[src/rtl/fir_run_sequencer_pkg.sv]
// Shared types and constants for the FIR run/stop and display-frame sequencer.
package fir_seq_pkg;

  typedef enum logic [2:0] {
    IDLE,
    SAMPLE,
    CONV_REQ,
    CONV_WAIT,
    SHOW
  } state_e;

  localparam logic [3:0] BLANK_NIBBLE = 4'hF;
  localparam logic [3:0] ERR_NIBBLE   = 4'hE;

  localparam logic [1:0] PH_BLANK = 2'd0;
  localparam logic [1:0] PH_HI    = 2'd1;
  localparam logic [1:0] PH_MID   = 2'd2;
  localparam logic [1:0] PH_LO    = 2'd3;

  // Three-digit group shown for a given display phase.
  function automatic logic [11:0] group_sel(input logic [1:0] ph, input logic [35:0] snap);
    case (ph)
      PH_HI:   return snap[35:24];
      PH_MID:  return snap[23:12];
      PH_LO:   return snap[11:0];
      default: return {3{BLANK_NIBBLE}};
    endcase
  endfunction

endpackage

[src/rtl/fir_run_sequencer_if.sv]
// Converter handshake and display bus of the sequencer.
// master = sequencer side, slave = converter/display side.
interface fir_run_sequencer_if;
  logic        run;
  logic        sample_stb;
  logic        conv_start;
  logic        conv_done;
  logic [35:0] bcd_in;
  logic [11:0] digits;
  logic [1:0]  phase;
  logic        err;

  modport master (
    input  conv_done, bcd_in,
    output run, sample_stb, conv_start, digits, phase, err
  );

  modport slave (
    output conv_done, bcd_in,
    input  run, sample_stb, conv_start, digits, phase, err
  );
endinterface

[src/rtl/fir_run_sequencer_btn_debounce.sv]
// Button conditioner: 2-FF synchronizer, stability counter and a one-cycle
// press pulse on every accepted released->pressed transition.
module btn_debounce #(
  parameter int DEBOUNCE_CYC = 500000
) (
  input  logic clk,
  input  logic rst,
  input  logic btn_n_i,
  output logic press_o
);
  localparam int CW = $clog2(DEBOUNCE_CYC + 1);

  logic          sync1_q, sync2_q, level_q, press_q;
  logic [CW-1:0] cnt_q;

  // Synchronize, then accept a new level after DEBOUNCE_CYC consecutive differing samples.
  always_ff @(posedge clk) begin
    if (rst) begin
      sync1_q <= 1'b1;
      sync2_q <= 1'b1;
      level_q <= 1'b1;
      cnt_q   <= '0;
      press_q <= 1'b0;
    end else begin
      sync1_q <= btn_n_i;
      sync2_q <= sync1_q;
      press_q <= 1'b0;
      if (sync2_q == level_q) begin
        cnt_q <= '0;
      end else if (cnt_q == CW'(DEBOUNCE_CYC - 1)) begin
        level_q <= sync2_q;
        cnt_q   <= '0;
        press_q <= ~sync2_q;
      end else begin
        cnt_q <= cnt_q + 1'b1;
      end
    end
  end

  assign press_o = press_q;
endmodule

[src/rtl/fir_run_sequencer.sv]
// Run/stop and frame controller for the FIR demo datapath.
// Optional build macro FIR_SEQ_HOLD_EN: on stop the display freezes
// instead of blanking.
module fir_run_sequencer
  import fir_seq_pkg::*;
#(
  parameter int TICK_DIV     = 25000000,
  parameter int DEBOUNCE_CYC = 500000,
  parameter int CONV_TIMEOUT = 64
) (
  input  logic                CLOCK_50,
  input  logic                rst,
  input  logic                btn_n,
  fir_run_sequencer_if.master bus
);
  localparam int TCW = (TICK_DIV > 1) ? $clog2(TICK_DIV) : 1;
  localparam int TOW = $clog2(CONV_TIMEOUT + 1);

  logic           press;
  logic           tick;
  logic [TCW-1:0] tick_cnt_q;

  state_e         state_q, state_d;
  logic           run_q, run_d;
  logic           err_q, err_d;
  logic [1:0]     phase_q, phase_d;
  logic [11:0]    digits_q, digits_d;
  logic [35:0]    snap_q, snap_d;
  logic [TOW-1:0] tmo_q, tmo_d;

  btn_debounce #(.DEBOUNCE_CYC(DEBOUNCE_CYC)) u_debounce (
    .clk     (CLOCK_50),
    .rst     (rst),
    .btn_n_i (btn_n),
    .press_o (press)
  );

  assign tick = run_q && (tick_cnt_q == TCW'(TICK_DIV - 1));

  // Display tick divider; parked at zero whenever the sequencer is stopped.
  always_ff @(posedge CLOCK_50) begin
    if (rst || !run_q) tick_cnt_q <= '0;
    else if (tick)     tick_cnt_q <= '0;
    else               tick_cnt_q <= tick_cnt_q + 1'b1;
  end

  // State and datapath registers.
  always_ff @(posedge CLOCK_50) begin
    if (rst) begin
      state_q  <= IDLE;
      run_q    <= 1'b0;
      err_q    <= 1'b0;
      phase_q  <= PH_BLANK;
      digits_q <= {3{BLANK_NIBBLE}};
      snap_q   <= {9{BLANK_NIBBLE}};
      tmo_q    <= '0;
    end else begin
      state_q  <= state_d;
      run_q    <= run_d;
      err_q    <= err_d;
      phase_q  <= phase_d;
      digits_q <= digits_d;
      snap_q   <= snap_d;
      tmo_q    <= tmo_d;
    end
  end

  // Next state: a press (start or stop) overrides everything, including a coincident tick.
  always_comb begin
    state_d  = state_q;
    run_d    = run_q;
    err_d    = err_q;
    phase_d  = phase_q;
    digits_d = digits_q;
    snap_d   = snap_q;
    tmo_d    = tmo_q;
    if (press) begin
      run_d = ~run_q;
      if (run_q) begin
        state_d = IDLE;
`ifndef FIR_SEQ_HOLD_EN
        phase_d  = PH_BLANK;
        digits_d = {3{BLANK_NIBBLE}};
`endif
      end else begin
        state_d  = SAMPLE;
        err_d    = 1'b0;
        phase_d  = PH_BLANK;
        digits_d = {3{BLANK_NIBBLE}};
      end
    end else begin
      case (state_q)
        SAMPLE: state_d = CONV_REQ;
        CONV_REQ: begin
          // tmo counts cycles elapsed since the conv_start cycle
          tmo_d   = TOW'(1);
          state_d = CONV_WAIT;
        end
        CONV_WAIT: begin
          if (bus.conv_done) begin
            snap_d   = bus.bcd_in;
            phase_d  = PH_BLANK;
            digits_d = {3{BLANK_NIBBLE}};
            state_d  = SHOW;
          end else if (tmo_q >= TOW'(CONV_TIMEOUT - 1)) begin
            err_d    = 1'b1;
            snap_d   = {9{ERR_NIBBLE}};
            phase_d  = PH_BLANK;
            digits_d = {3{BLANK_NIBBLE}};
            state_d  = SHOW;
          end else begin
            tmo_d = tmo_q + 1'b1;
          end
        end
        SHOW: begin
          if (tick) begin
            if (phase_q == PH_LO) begin
              state_d = SAMPLE;
            end else begin
              phase_d  = phase_q + 2'd1;
              digits_d = group_sel(phase_q + 2'd1, snap_q);
            end
          end
        end
        default: ;
      endcase
    end
  end

  assign bus.run        = run_q;
  assign bus.sample_stb = (state_q == SAMPLE);
  assign bus.conv_start = (state_q == CONV_REQ);
  assign bus.digits     = digits_q;
  assign bus.phase      = phase_q;
  assign bus.err        = err_q;
endmodule
[src/flat_wrapper.sv]
// flat-port wrapper written by rule: the top's interface ports become plain ports
module fir_run_sequencer_flat import fir_seq_pkg::*;
#(
  parameter int TICK_DIV     = 25000000,
  parameter int DEBOUNCE_CYC = 500000,
  parameter int CONV_TIMEOUT = 64
)
  (CLOCK_50, rst, btn_n, bus_conv_done, bus_bcd_in, bus_run, bus_sample_stb, bus_conv_start, bus_digits, bus_phase, bus_err);
  fir_run_sequencer_if bus_i ();
  input  logic CLOCK_50;
  input  logic rst;
  input  logic btn_n;
  input wire logic [$bits(bus_i.conv_done)-1:0] bus_conv_done;
  input wire logic [$bits(bus_i.bcd_in)-1:0] bus_bcd_in;
  output wire logic [$bits(bus_i.run)-1:0] bus_run;
  output wire logic [$bits(bus_i.sample_stb)-1:0] bus_sample_stb;
  output wire logic [$bits(bus_i.conv_start)-1:0] bus_conv_start;
  output wire logic [$bits(bus_i.digits)-1:0] bus_digits;
  output wire logic [$bits(bus_i.phase)-1:0] bus_phase;
  output wire logic [$bits(bus_i.err)-1:0] bus_err;
  assign bus_i.conv_done = bus_conv_done;
  assign bus_i.bcd_in = bus_bcd_in;
  assign bus_run = bus_i.run;
  assign bus_sample_stb = bus_i.sample_stb;
  assign bus_conv_start = bus_i.conv_start;
  assign bus_digits = bus_i.digits;
  assign bus_phase = bus_i.phase;
  assign bus_err = bus_i.err;
  fir_run_sequencer #(.TICK_DIV(TICK_DIV), .DEBOUNCE_CYC(DEBOUNCE_CYC), .CONV_TIMEOUT(CONV_TIMEOUT)) u_core (.CLOCK_50(CLOCK_50), .rst(rst), .btn_n(btn_n), .bus(bus_i));
endmodule
[config.mk]
export PLATFORM = sky130hd
export DESIGN_NAME = fir_run_sequencer_flat
export DESIGN_NICKNAME = d
export VERILOG_FILES = /design/src/rtl/fir_run_sequencer_pkg.sv /design/src/rtl/fir_run_sequencer_if.sv /design/src/rtl/fir_run_sequencer_btn_debounce.sv /design/src/rtl/fir_run_sequencer.sv /design/src/flat_wrapper.sv
export SDC_FILE = /design/constraint.sdc
export NUM_CORES = 1
export LEC_CHECK = 0
export ABC_AREA = 0
export CORE_AREA = 2 2 128 130
export DETAILED_ROUTE_END_ITERATION = 6
export DIE_AREA = 0 0 130 132
export SLEW_MARGIN = 10
export SYNTH_ARGS = -nofsm -noshare
export SYNTH_HDL_FRONTEND = slang
export SYNTH_HIERARCHICAL = 1
export SYNTH_SLANG_ARGS = --single-unit
[constraint.sdc]
create_clock -name CLOCK_50 -period 4.6 [get_ports CLOCK_50]
set_input_delay 0.92 -clock CLOCK_50 [delete_from_list [all_inputs] [get_ports CLOCK_50]]
set_output_delay 0.92 -clock CLOCK_50 [all_outputs]
set_load 0.02 [all_outputs]
==> summary.md, run 1 <==
| Metric | Value |
|---|---|
| Status | `complete, no violations` |
| Average size of a mapped cell | `9.622 um^2` |
| Initial antenna violation count | `0` |
| Maximum vdd drop | `0.1793 mV` |
| Final wirelength | `10490 um` |
| Top FF cell, synth | `dfxtp_1` |
| Number of DRC markers in iteration 0 | `201` |
| Fin crit period | `3.043 ns` |
| Storage cell area | `2202 um^2` |
| Worst EP required | `4.89 ns` |
| Worst EP arrival | `3.34 ns` |
| Core ar. | `15710 um^2` |
| Hold Path End | `u_core/u_debounce/sync2_q$_SDFF_PP1_` |
| Crit-path slowest cell | `nand2b_1` |
| Area share of and/or/nand/nor cells after synthesis | `23.66%` |
| Crit path launch | `bus_conv_done` |
| Post-synthesis cell count | `481` |
| Share of the synthesized area in the top cell type | `47.58%` |
| Starting Density | `29.46%` |
| Most numerous cell in the Yosys netlist | `dfxtp_1` |
| NetSw | `400.0 uW` |
| Final #Nets | `574` |
| Slew Limit Fails | `0` |
| Post-synth EDFFs | `0` |
| Clock power share | `42.9%` |
| Pint | `1365 uW` |
| CTS HTree Levels | `3` |
| CTS tree | `yes` |
| Startpoint types | `input port` |
| Hold WC Path Type | `flip-flop to flip-flop` |
| Synth area leader | `dfxtp_1` |
| Antenna-violating nets left | `0` |
| CP delay by family, top | `simple AND/OR/NAND/NOR gates` |
| #FFs+latches synth | `110` |
| Pre-Repair DR Iteration Count | `4` |
| Overflow after GRT | `0` |
| Fill count | `1572` |
| Unrepaired setup endpoints after global routing | `false` |
| Crit Path Max Fanout | `27` |
| P_leak | `0.001843 uW` |
| Worst setup path category | `input port to flip-flop` |
| Fmax | `0.3286 GHz` |
| DR DRC count | `0` |
| Vias after detailed routing | `3616` |
| Post-detail-place hpwl | `7833 um` |
| Layout cell share with drive strength beyond 1 | `7.331%` |
| Netlist cell types | `56` |
| Hold Vio Cnt, Final | `0` |
| Synth cell count leaders | `dfxtp_1 (110), nor2_1 (63), o22a_1 (39)` |
| Num rows | `46` |
| Relative slew slack | `29.83%` |
| Cell Area, Synth | `4628 um^2` |
| Post-route cell area | `5647 um^2` |
| Die Y | `132 um` |
| Reg2reg start | `u_core/tmo_q[0]$_SDFFE_PP0P_` |
| Worst path max stage delay | `0.88 ns` |
| CTS root buf | `clkbuf_16` |
| Cts hold-fix bufs | `0` |
| Compound-Gate Fraction of Synth Area | `15.14%` |
| Hold Crit Start | `u_core/u_debounce/sync1_q$_SDFF_PP1_` |
| Syn_nets | `528` |
| Placed Area | `5359 um^2` |
| Num ports | `58` |
| Worst Path Buf+Inv | `1` |
| Via density | `4.834` |
| Synthesis-to-layout area growth | `22.01%` |
| Port Buf Inserts | `57` |
| Final setup vio count | `0` |
| Cells along the critical path | `clkdlybuf4s50_1, nor2_1, o21ai_1, nand3_1, nand2b_1, o22a_1` |
| Clock Path Buffers | `2` |
| Fin Setup TNS | `0 ns` |
| Yosys warnings | `6` |
| Antenna Cells | `0` |
| Logic pwr share | `3.1%` |
| Mux cell area share after synthesis | `0.4325%` |
| Post_cts resized | `0` |
| Post-synthesis xor/xnor area fraction | `7.948%` |
| Average routed wire per standard cell | `14.02 um` |
| Seq/Total Area, Yosys | `47.58%` |
| Largest net degree at the start of global routing | `28` |
| Worst skew pair latency | `0.36 ns` |
| Period utilization | `66.15%` |
| Sw Share | `22.66%` |
| Max-cap violations | `0` |
| RePlAce Congestion | `0.8516` |
| Clock sink count | `110` |
| Worst flop-to-flop path endpoint | `u_core/snap_q[31]$_SDFFE_PP1P_` |
| Hold depth | `1` |
| Num CTS Buffers | `9` |
| Async set-reset flop share out of synthesis | `0%` |
| Worst-Margin Slew | `1.049 ns` |
| Vias in the first global route | `3565` |
| Multi-input combinational cell area | `2271 um^2` |
| Gr usage total | `12.89%` |
| Die W | `130 um` |
| Main combinational cell family by area after synthesis | `simple AND/OR/NAND/NOR gates` |
| R2R depth | `6` |
| Reg clk slew, reported paths | `0.07 ns` |
| Die ar. | `17160 um^2` |
| Adder-cell share of the synthesized area | `1.892%` |
| Seq pwr share | `54.0%` |
| Area contributors post-synth | `dfxtp_1 (48%), o22a_1 (7.4%), nor2_1 (5.1%), xnor2_1 (5.1%), nand3_1 (3.1%)` |
| PwrDens | `312.6 nW/um^2` |
| Worst R2R Setup Slack | `1.78 ns` |
| First-pass GRT wire length | `17590 um` |
| Crit end category | `flip-flop` |
| Setup Skew | `0.007759 ns` |
| Post-CTS Setup Bufs | `0` |
| Final core utilization | `35.94%` |
==> layer usage <==
metal,track usage (%),wire length [um],vias up
met5,0,0,-
met4,5.914,287,0
met3,4.870,613,24
met2,20.56,5029,65
met1,15.26,4556,1699
li1,-,-,1828
==> worst reg2reg max path, cell delays in order, from the launching register on <==
cell      delay [ns]
dfxtp_1         0.41
ha_1            0.23
a21oi_1         0.07
o21ai_1         0.45
nand3_1         0.47
nand2b_1        0.88
o22a_1          0.25
==> state kept, by name, summed over array words and instances, names as in the netlist <==
register,flops
u_core/bus.err,1
u_core/u_debounce/cnt_q,19
u_core/bus.digits,12
u_core/snap_q,36
u_core/tmo_q,7
u_core/bus.run,1
u_core/u_debounce/sync2_q,1
u_core/tick_cnt_q,25
u_core/state_q,3
u_core/u_debounce/sync1_q,1
u_core/u_debounce/level_q,1
u_core/bus.phase,2
u_core/u_debounce/press_o,1
==> placed cells by master (no fill, tap or decap), types with 3 or more instances in the layout <==
| cell type | instances |
|---|---|
| clkbuf_16 | 9 |
| nor2b_1 | 5 |
| clkdlybuf4s50_1 | 57 |
| and3_1 | 3 |
| xnor2_1 | 27 |
| or2_2 | 4 |
| a21oi_1 | 11 |
| nand2_1 | 31 |
| nor2_1 | 63 |
| nor2_2 | 3 |
| nor3_1 | 7 |
| nor4_1 | 5 |
| and4_1 | 5 |
| nand2b_1 | 3 |
| or4_4 | 3 |
| nor4_2 | 3 |
| a221o_1 | 9 |
| inv_1 | 10 |
| xor2_1 | 15 |
| o22a_1 | 39 |
| ha_1 | 7 |
| dfxtp_1 | 110 |
| nand4_1 | 15 |
| a22oi_1 | 12 |
| clkinvlp_4 | 3 |
| nand3_1 | 29 |
==> how the worst max path moves through the flow <==
stage	end	slack, ns	depth (start not counted)
global route	u_core/snap_q[31]$_SDFFE_PP1P_	1.39	6
detailed placement	u_core/snap_q[31]$_SDFFE_PP1P_	1.22	6
floorplan	u_core/bus.digits[2]$_SDFFE_PP1P_	2.60	6
global placement	u_core/snap_q[22]$_SDFFE_PP1P_	1.32	6
CTS	u_core/snap_q[31]$_SDFFE_PP1P_	1.58	6
finish	u_core/snap_q[31]$_SDFFE_PP1P_	1.56	6
==> cells by family (layout without fill, tap and decap cells) <==
family	count (synthesis)	in the layout
muxes	2	2
DFF	110	110
and+or+nand+nor	200	200
AOI/OAI and AO/OA	87	87
xor gates and xnor gates	42	42
adders and majority gates	7	7
buffers and inverters	33	84
==> per-stage QoR <==
step | power [uW] | std cells | hold WS [ns] | worst slack [ns]
after global placement | 1031 | 732 | 0.3920 | 1.324
after global routing | 1829 | 748 | 0.4407 | 1.394
after detailed placement | 1032 | 732 | 0.4006 | 1.218
after floorplan | 991.7 | 481 | 0.3895 | 2.600
final | 1765 | 748 | 0.4155 | 1.557
after CTS | 1791 | 748 | 0.4183 | 1.582
==> power groups by stage <==
stage          combinational [uW]  clock [uW]  sequential [uW]
2_1_floorplan                16.5           0              975
3_3_place_gp                 55.6           0              975
3_5_place_dp                 56.1           0              975
4_1_cts                      56.2         782              953
5_1_grt                      59.8         816              953
6_report                     55.6         757              953
==> final cells by class <==
cell class	count	area share, %
Tap cell	216	4.786
Inverter	10	0.6647
Multi-Input combinational cell	338	40.22
Clock inverter	7	1.108
Timing Repair Buffer	58	10.24
Clock buffer	9	3.988
Sequential cell	110	39.00
No activity file was read; power rests on OpenSTA's default activity.
==> run 2: changes to the inputs <==
clock period = 3 ns   (was 4.6 ns; I/O delays follow)
==> run 2 against run 1 <==
Register-to-register slack lost 1.2 ns. Sequential share of layout area shrank 0.49 points. Via count grew 0.17%. First-iteration DRC count shrank 16%. Highest routed layer unchanged. Count of clock-buffer cells in the layout grew 1. Wire length shrank 0.99%. Setup slack lost 1.2 ns. Global-route usage shrank 0.49 points. Die area is the same.
==> summary.md, run 2 (synthesized netlist as in run 1, its figures left out) <==
| Metric | Value |
|---|---|
| Maximum vdd drop | `0.2592 mV` |
| Largest register by flop count | `u_core/snap_q` |
| Met1 usage | `14.89%` |
| Final setup vio count | `0` |
| Final core utilization | `36.40%` |
| Commonest cells after routing, fill and taps aside | `dfxtp_1 (110), nor2_1 (63), clkdlybuf4s50_1 (57)` |
| CTS HTree Levels | `3` |
| Port Buf Inserts | `57` |
| Hold Slack | `0.4101 ns` |
| Max-cap violations | `0` |
| Fin crit period | `2.677 ns` |
| Clock power share | `45.8%` |
| Hold Path End | `u_core/u_debounce/sync2_q$_SDFF_PP1_` |
| Cts hold-fix bufs | `0` |
| Final Non-Filler Cells | `752` |
| Via density | `4.816` |
| Overflow after GRT | `0` |
| DR DRC count | `0` |
| Pre-Repair DR Iteration Count | `6` |
| Post-detail-place hpwl | `7585 um` |
| Hold WC Path Type | `flip-flop to flip-flop` |
| Largest net degree at the start of global routing | `28` |
| Pint | `2274 uW` |
| Seq pwr share | `51.1%` |
| Post-route cell area | `5719 um^2` |
| Synthesis-to-layout area growth | `23.57%` |
| Fmax | `0.3736 GHz` |
| CTS root buf | `clkbuf_16` |
| Hold depth | `1` |
| Clock sink count | `110` |
| Vias in the first global route | `3547` |
| Unrepaired setup endpoints after global routing | `false` |
| Placed insts | `736` |
| Reg2reg start | `u_core/tmo_q[0]$_SDFFE_PP0P_` |
| Worst-Margin Slew | `0.6504 ns` |
| Worst EP required | `2.40 ns` |
| Hold Crit Start | `u_core/u_debounce/sync1_q$_SDFF_PP1_` |
| Period utilization | `89.22%` |
| Number of DRC markers in iteration 0 | `168` |
| Crit Path Max Fanout | `14` |
| Worst EP arrival | `2.08 ns` |
| PwrDens | `499.8 nW/um^2` |
| Crit end category | `primary output` |
| Post-CTS Setup Bufs | `0` |
| Slew Limit Fails | `0` |
| Post_cts resized | `0` |
| Max reg flops | `36` |
| Sw Share | `20.44%` |
| RePlAce Congestion | `0.8579` |
| Num rows | `46` |
| Met3 global-route usage | `4.627%` |
| Average routed wire per standard cell | `13.81 um` |
| Layout cell share with drive strength beyond 1 | `8.022%` |
| Startpoint types | `flip-flop` |
| NetSw | `584.3 uW` |
| Most common cell after layout, fill and taps aside | `dfxtp_1` |
| Initial antenna violation count | `0` |
| Clock Path Buffers | `2` |
| CTS tree | `yes` |
| Hold Vio Cnt, Final | `0` |
| Die ar. | `17160 um^2` |
| Final #Nets | `578` |
| First-pass GRT wire length | `16870 um` |
| Antenna-violating nets left | `0` |
| Worst R2R Setup Slack | `0.62 ns` |
| P_leak | `0.001892 uW` |
| Logic pwr share | `3.1%` |
| Status | `complete, no violations` |
| R2R depth | `7` |
| Starting Density | `29.46%` |
| M2 GR Usage | `19.98%` |
| GR peak layer | `met2` |
| Vias after detailed routing | `3622` |
| Antenna Cells | `0` |
| Die Y | `132 um` |
| Relative slew slack | `56.30%` |
| Gr usage total | `12.40%` |
| Core ar. | `15710 um^2` |
| Worst flop-to-flop path endpoint | `u_core/snap_q[22]$_SDFFE_PP1P_` |
| Biggest regs | `u_core/snap_q: 36 flops, u_core/tick_cnt_q: 25 flops, u_core/u_debounce/cnt_q: 19 flops` |
| Worst setup path category | `flip-flop to primary output` |
| Final wirelength | `10380 um` |
| Reg clk slew, reported paths | `0.07 ns` |
| Num ports | `58` |
| Fin Setup TNS | `0 ns` |
| Num CTS Buffers | `9` |
| Worst skew pair latency | `0.35 ns` |
| Setup Skew | `0.01059 ns` |
| Die W | `130 um` |
| Placed Area | `5389 um^2` |
run 2: cell count changes in the layout (fill, tap and decap cells not counted):
cell	previous run	this run
buf_4	1	5
clkinvlp_4	3	0
clkinv_4	0	1
clkbuf_8	0	1
bufinv_16	0	2
clkinv_2	0	1
inv_8	2	0
run 2: stage by stage:
step,setup WS (ns),total power [uW]
after global placement,0.4880,1584
after CTS,0.3185,2901
after global routing,0.2171,2977
after detailed placement,0.3284,1585
final,0.3233,2859
after floorplan,1.101,1521
run 2: how the worst max path moves through the flow:
stage | startpoint | endpoint | depth (start not counted)
floorplan | u_core/u_debounce/cnt_q[12]$_SDFF_PP0_ | u_core/u_debounce/cnt_q[10]$_SDFF_PP0_ | 5
global placement | bus_conv_done | u_core/snap_q[15]$_SDFFE_PP1P_ | 7
detailed placement | bus_conv_done | u_core/snap_q[22]$_SDFFE_PP1P_ | 7
CTS | u_core/state_q[0]$_SDFFE_PP0P_ | bus_sample_stb | 3
global route | u_core/state_q[0]$_SDFFE_PP0P_ | bus_sample_stb | 3
finish | u_core/state_q[0]$_SDFFE_PP0P_ | bus_sample_stb | 3
run 2: final cells by class:
cell class	instances	area [um^2]
Tap cell	216	270.3
Inverter	10	37.54
Fill cell	1558	9993
Sequential cell	110	2202
Multi-Input combinational cell	338	2271
Clock inverter	6	91.34
Clock buffer	10	239.0
Timing Repair Buffer	62	608.1
run 2: routing by layer:
| layer | part of all wire (%) | wire, um | up-vias |
|---|---|---|---|
| met4 | 2.0 | 206 | 0 |
| met3 | 5.4 | 559 | 16 |
| li1 | - | - | 1842 |
| met5 | 0 | 0 | - |
| met1 | 44 | 4596 | 1692 |
| met2 | 48 | 5021 | 72 |
run 2: critical path, stage by stage (launching register included):
cell and delay, ns:
dfxtp_1 0.59, nor2b_1 0.26, nor2b_1 0.24, clkdlybuf4s50_1 0.64
run 2: power by group through the flow:
stage | clock [uW] | sequential [uW] | combinational, uW
finish | 1310 | 1460 | 88.1
global route | 1420 | 1460 | 94.0
CTS | 1350 | 1460 | 89.0
detailed placement | 0 | 1500 | 88.9
global placement | 0 | 1500 | 88.2
floorplan | 0 | 1500 | 25.2
==> run 3: changes to the inputs <==
clock period = 3.46 ns   (was 3 ns; I/O delays follow)
==> run 3 against run 2 <==
Combinational power shrank 15%. Die area is the same. Via count grew 0.39%. Largest cell class unchanged. Critical path depth is the same. Sequential share of layout area grew 0.43 points. Critical endpoint unchanged. Count of clock-buffer cells in the layout is the same. Clock power shrank 26%. Sequential power shrank 13%.
==> summary.md, run 3 (synthesized netlist as in run 1, its figures left out) <==
| Metric | Value |
|---|---|
| Worst EP required | `2.77 ns` |
| Num CTS Buffers | `9` |
| Placed Area | `5374 um^2` |
| Largest register by flop count | `u_core/snap_q` |
| Dpl ws | `0.7336 ns` |
| Tot Pwr | `2313 uW` |
| Hold Vio Cnt, Final | `0` |
| P_leak | `0.001859 uW` |
| Hold depth | `1` |
| Initial antenna violation count | `1` |
| Worst skew pair latency | `0.34 ns` |
| Hold WC Path Type | `flip-flop to flip-flop` |
| Clock sink count | `110` |
| Gr usage total | `12.55%` |
| First-pass GRT wire length | `17170 um` |
| Reg2reg start | `u_core/u_debounce/press_o$_SDFF_PP0_` |
| Max-cap violations | `0` |
| Worst-Margin Slew | `1.027 ns` |
| Status | `complete, no violations` |
| Fmax | `0.3731 GHz` |
| Reg clk slew, reported paths | `0.07 ns` |
| Hold Crit Start | `u_core/u_debounce/sync1_q$_SDFF_PP1_` |
| Average routed wire per standard cell | `13.68 um` |
| Crit end category | `primary output` |
| Seq pwr share | `54.8%` |
| Crit Path Max Fanout | `14` |
| Via density | `4.848` |
| NetSw | `489.4 uW` |
| Final wirelength | `10260 um` |
| CTS HTree Levels | `3` |
| Biggest regs | `u_core/snap_q: 36 flops, u_core/tick_cnt_q: 25 flops, u_core/u_debounce/cnt_q: 19 flops` |
| Synthesis-to-layout area growth | `22.22%` |
| Fin Setup TNS | `0 ns` |
| Final worst slack | `0.7799 ns` |
| Port Buf Inserts | `57` |
| CTS root buf | `clkbuf_16` |
| Layout cell share with drive strength beyond 1 | `7.678%` |
| Post-detail-place hpwl | `7636 um` |
| Antenna Cells | `0` |
| Vias after detailed routing | `3636` |
| Post_cts resized | `0` |
| Hold Slack | `0.4050 ns` |
| Startpoint types | `flip-flop` |
| Sw Share | `21.16%` |
| Num ports | `58` |
| Period utilization | `77.46%` |
| Final #Nets | `576` |
| Die Y | `132 um` |
| Starting Density | `29.46%` |
| Post-route cell area | `5657 um^2` |
| Setup Skew | `0.007546 ns` |
| PwrDens | `408.9 nW/um^2` |
| Die ar. | `17160 um^2` |
| CTS tree | `yes` |
| RePlAce Congestion | `0.8047` |
| Number of DRC markers in iteration 0 | `170` |
| Overflow after GRT | `0` |
| DR DRC count | `0` |
| Worst setup path category | `flip-flop to primary output` |
| Fin crit period | `2.680 ns` |
| Die W | `130 um` |
| Worst EP arrival | `1.99 ns` |
| Maximum vdd drop | `0.2274 mV` |
| Largest net degree at the start of global routing | `28` |
| Antenna-violating nets left | `0` |
| Post-CTS Setup Bufs | `0` |
| Max reg flops | `36` |
| R2R depth | `4` |
| Core ar. | `15710 um^2` |
| Hold Path End | `u_core/u_debounce/sync2_q$_SDFF_PP1_` |
| Pre-Repair DR Iteration Count | `4` |
| Clock Path Buffers | `2` |
| Commonest cells after routing, fill and taps aside | `dfxtp_1 (110), nor2_1 (63), clkdlybuf4s50_1 (57)` |
| Logic pwr share | `3.2%` |
| Fill count | `1546` |
| Final setup vio count | `0` |
| Worst R2R Setup Slack | `1.02 ns` |
| Most common cell after layout, fill and taps aside | `dfxtp_1` |
| Relative slew slack | `31.52%` |
| Vias in the first global route | `3552` |
| Clock power share | `42.0%` |
| Pint | `1824 uW` |
| Worst flop-to-flop path endpoint | `u_core/snap_q[22]$_SDFFE_PP1P_` |
| Num rows | `46` |
| Unrepaired setup endpoints after global routing | `false` |
| Cts hold-fix bufs | `0` |
| Slew Limit Fails | `0` |
## run 3: cell types whose count changed in the layout (fill, tap and decap cells not counted)
| cell | previous run | this run |
|---|---|---|
| bufinv_16 | 2 | 0 |
| clkinvlp_4 | 0 | 1 |
| clkinv_2 | 1 | 2 |
| buf_4 | 5 | 3 |
## run 3: worst max path at each step
| stage | startpoint | slack, ns | to | depth (start not counted) |
|---|---|---|---|---|
| 4_1_cts | u_core/state_q[0]$_SDFFE_PP0P_ | 0.75 | bus_sample_stb | 3 |
| 2_1_floorplan | u_core/u_debounce/cnt_q[12]$_SDFF_PP0_ | 1.56 | u_core/u_debounce/cnt_q[10]$_SDFF_PP0_ | 5 |
| 5_1_grt | u_core/state_q[0]$_SDFFE_PP0P_ | 0.65 | bus_sample_stb | 3 |
| 3_3_place_gp | bus_conv_done | 0.84 | u_core/snap_q[22]$_SDFFE_PP1P_ | 4 |
| 6_report | u_core/state_q[0]$_SDFFE_PP0P_ | 0.78 | bus_sample_stb | 3 |
| 3_5_place_dp | bus_conv_done | 0.73 | u_core/snap_q[22]$_SDFFE_PP1P_ | 4 |
## run 3: metrics by stage
| stage | util [%] | instances |
|---|---|---|
| after global placement | 34.20 | 734 |
| after global routing | 36.00 | 750 |
| after detailed placement | 34.20 | 734 |
| after floorplan | - | 481 |
| after CTS | 36.00 | 750 |
| final | 36.00 | 750 |
## run 3: critical path, stage by stage, from the launching register on
cell and delay [ns]:
dfxtp_1 0.56, nor2b_1 0.26, nor2b_1 0.19, clkdlybuf4s50_1 0.62
## run 3: power by group through the flow
stage | logic [uW] | clock network, uW | registers (uW)
3_5_place_dp | 76.1 | 0 | 1300
4_1_cts | 76.2 | 1010 | 1270
3_3_place_gp | 75.2 | 0 | 1300
6_report | 75.0 | 971 | 1270
5_1_grt | 79.7 | 1060 | 1270
2_1_floorplan | 21.9 | 0 | 1300
## run 3: final cells by class
class	instances	area, um^2	area share [%]
Sequential cell	110	2202	38.93
Timing Repair Buffer	60	593.1	10.48
Clock inverter	6	43.79	0.7742
Tap cell	216	270.3	4.778
Clock buffer	10	239.0	4.225
Inverter	10	37.54	0.6636
Multi-Input combinational cell	338	2271	40.15
## run 3: layer usage
layer | global-route usage [%] | share of wire, % | vias up
li1 | - | - | 1837
met1 | 15.29 | 44 | 1708
met2 | 20.01 | 48 | 73
met3 | 5.114 | 5.9 | 16
met4 | 4.182 | 1.9 | 2
met5 | 0 | 0.11 | -
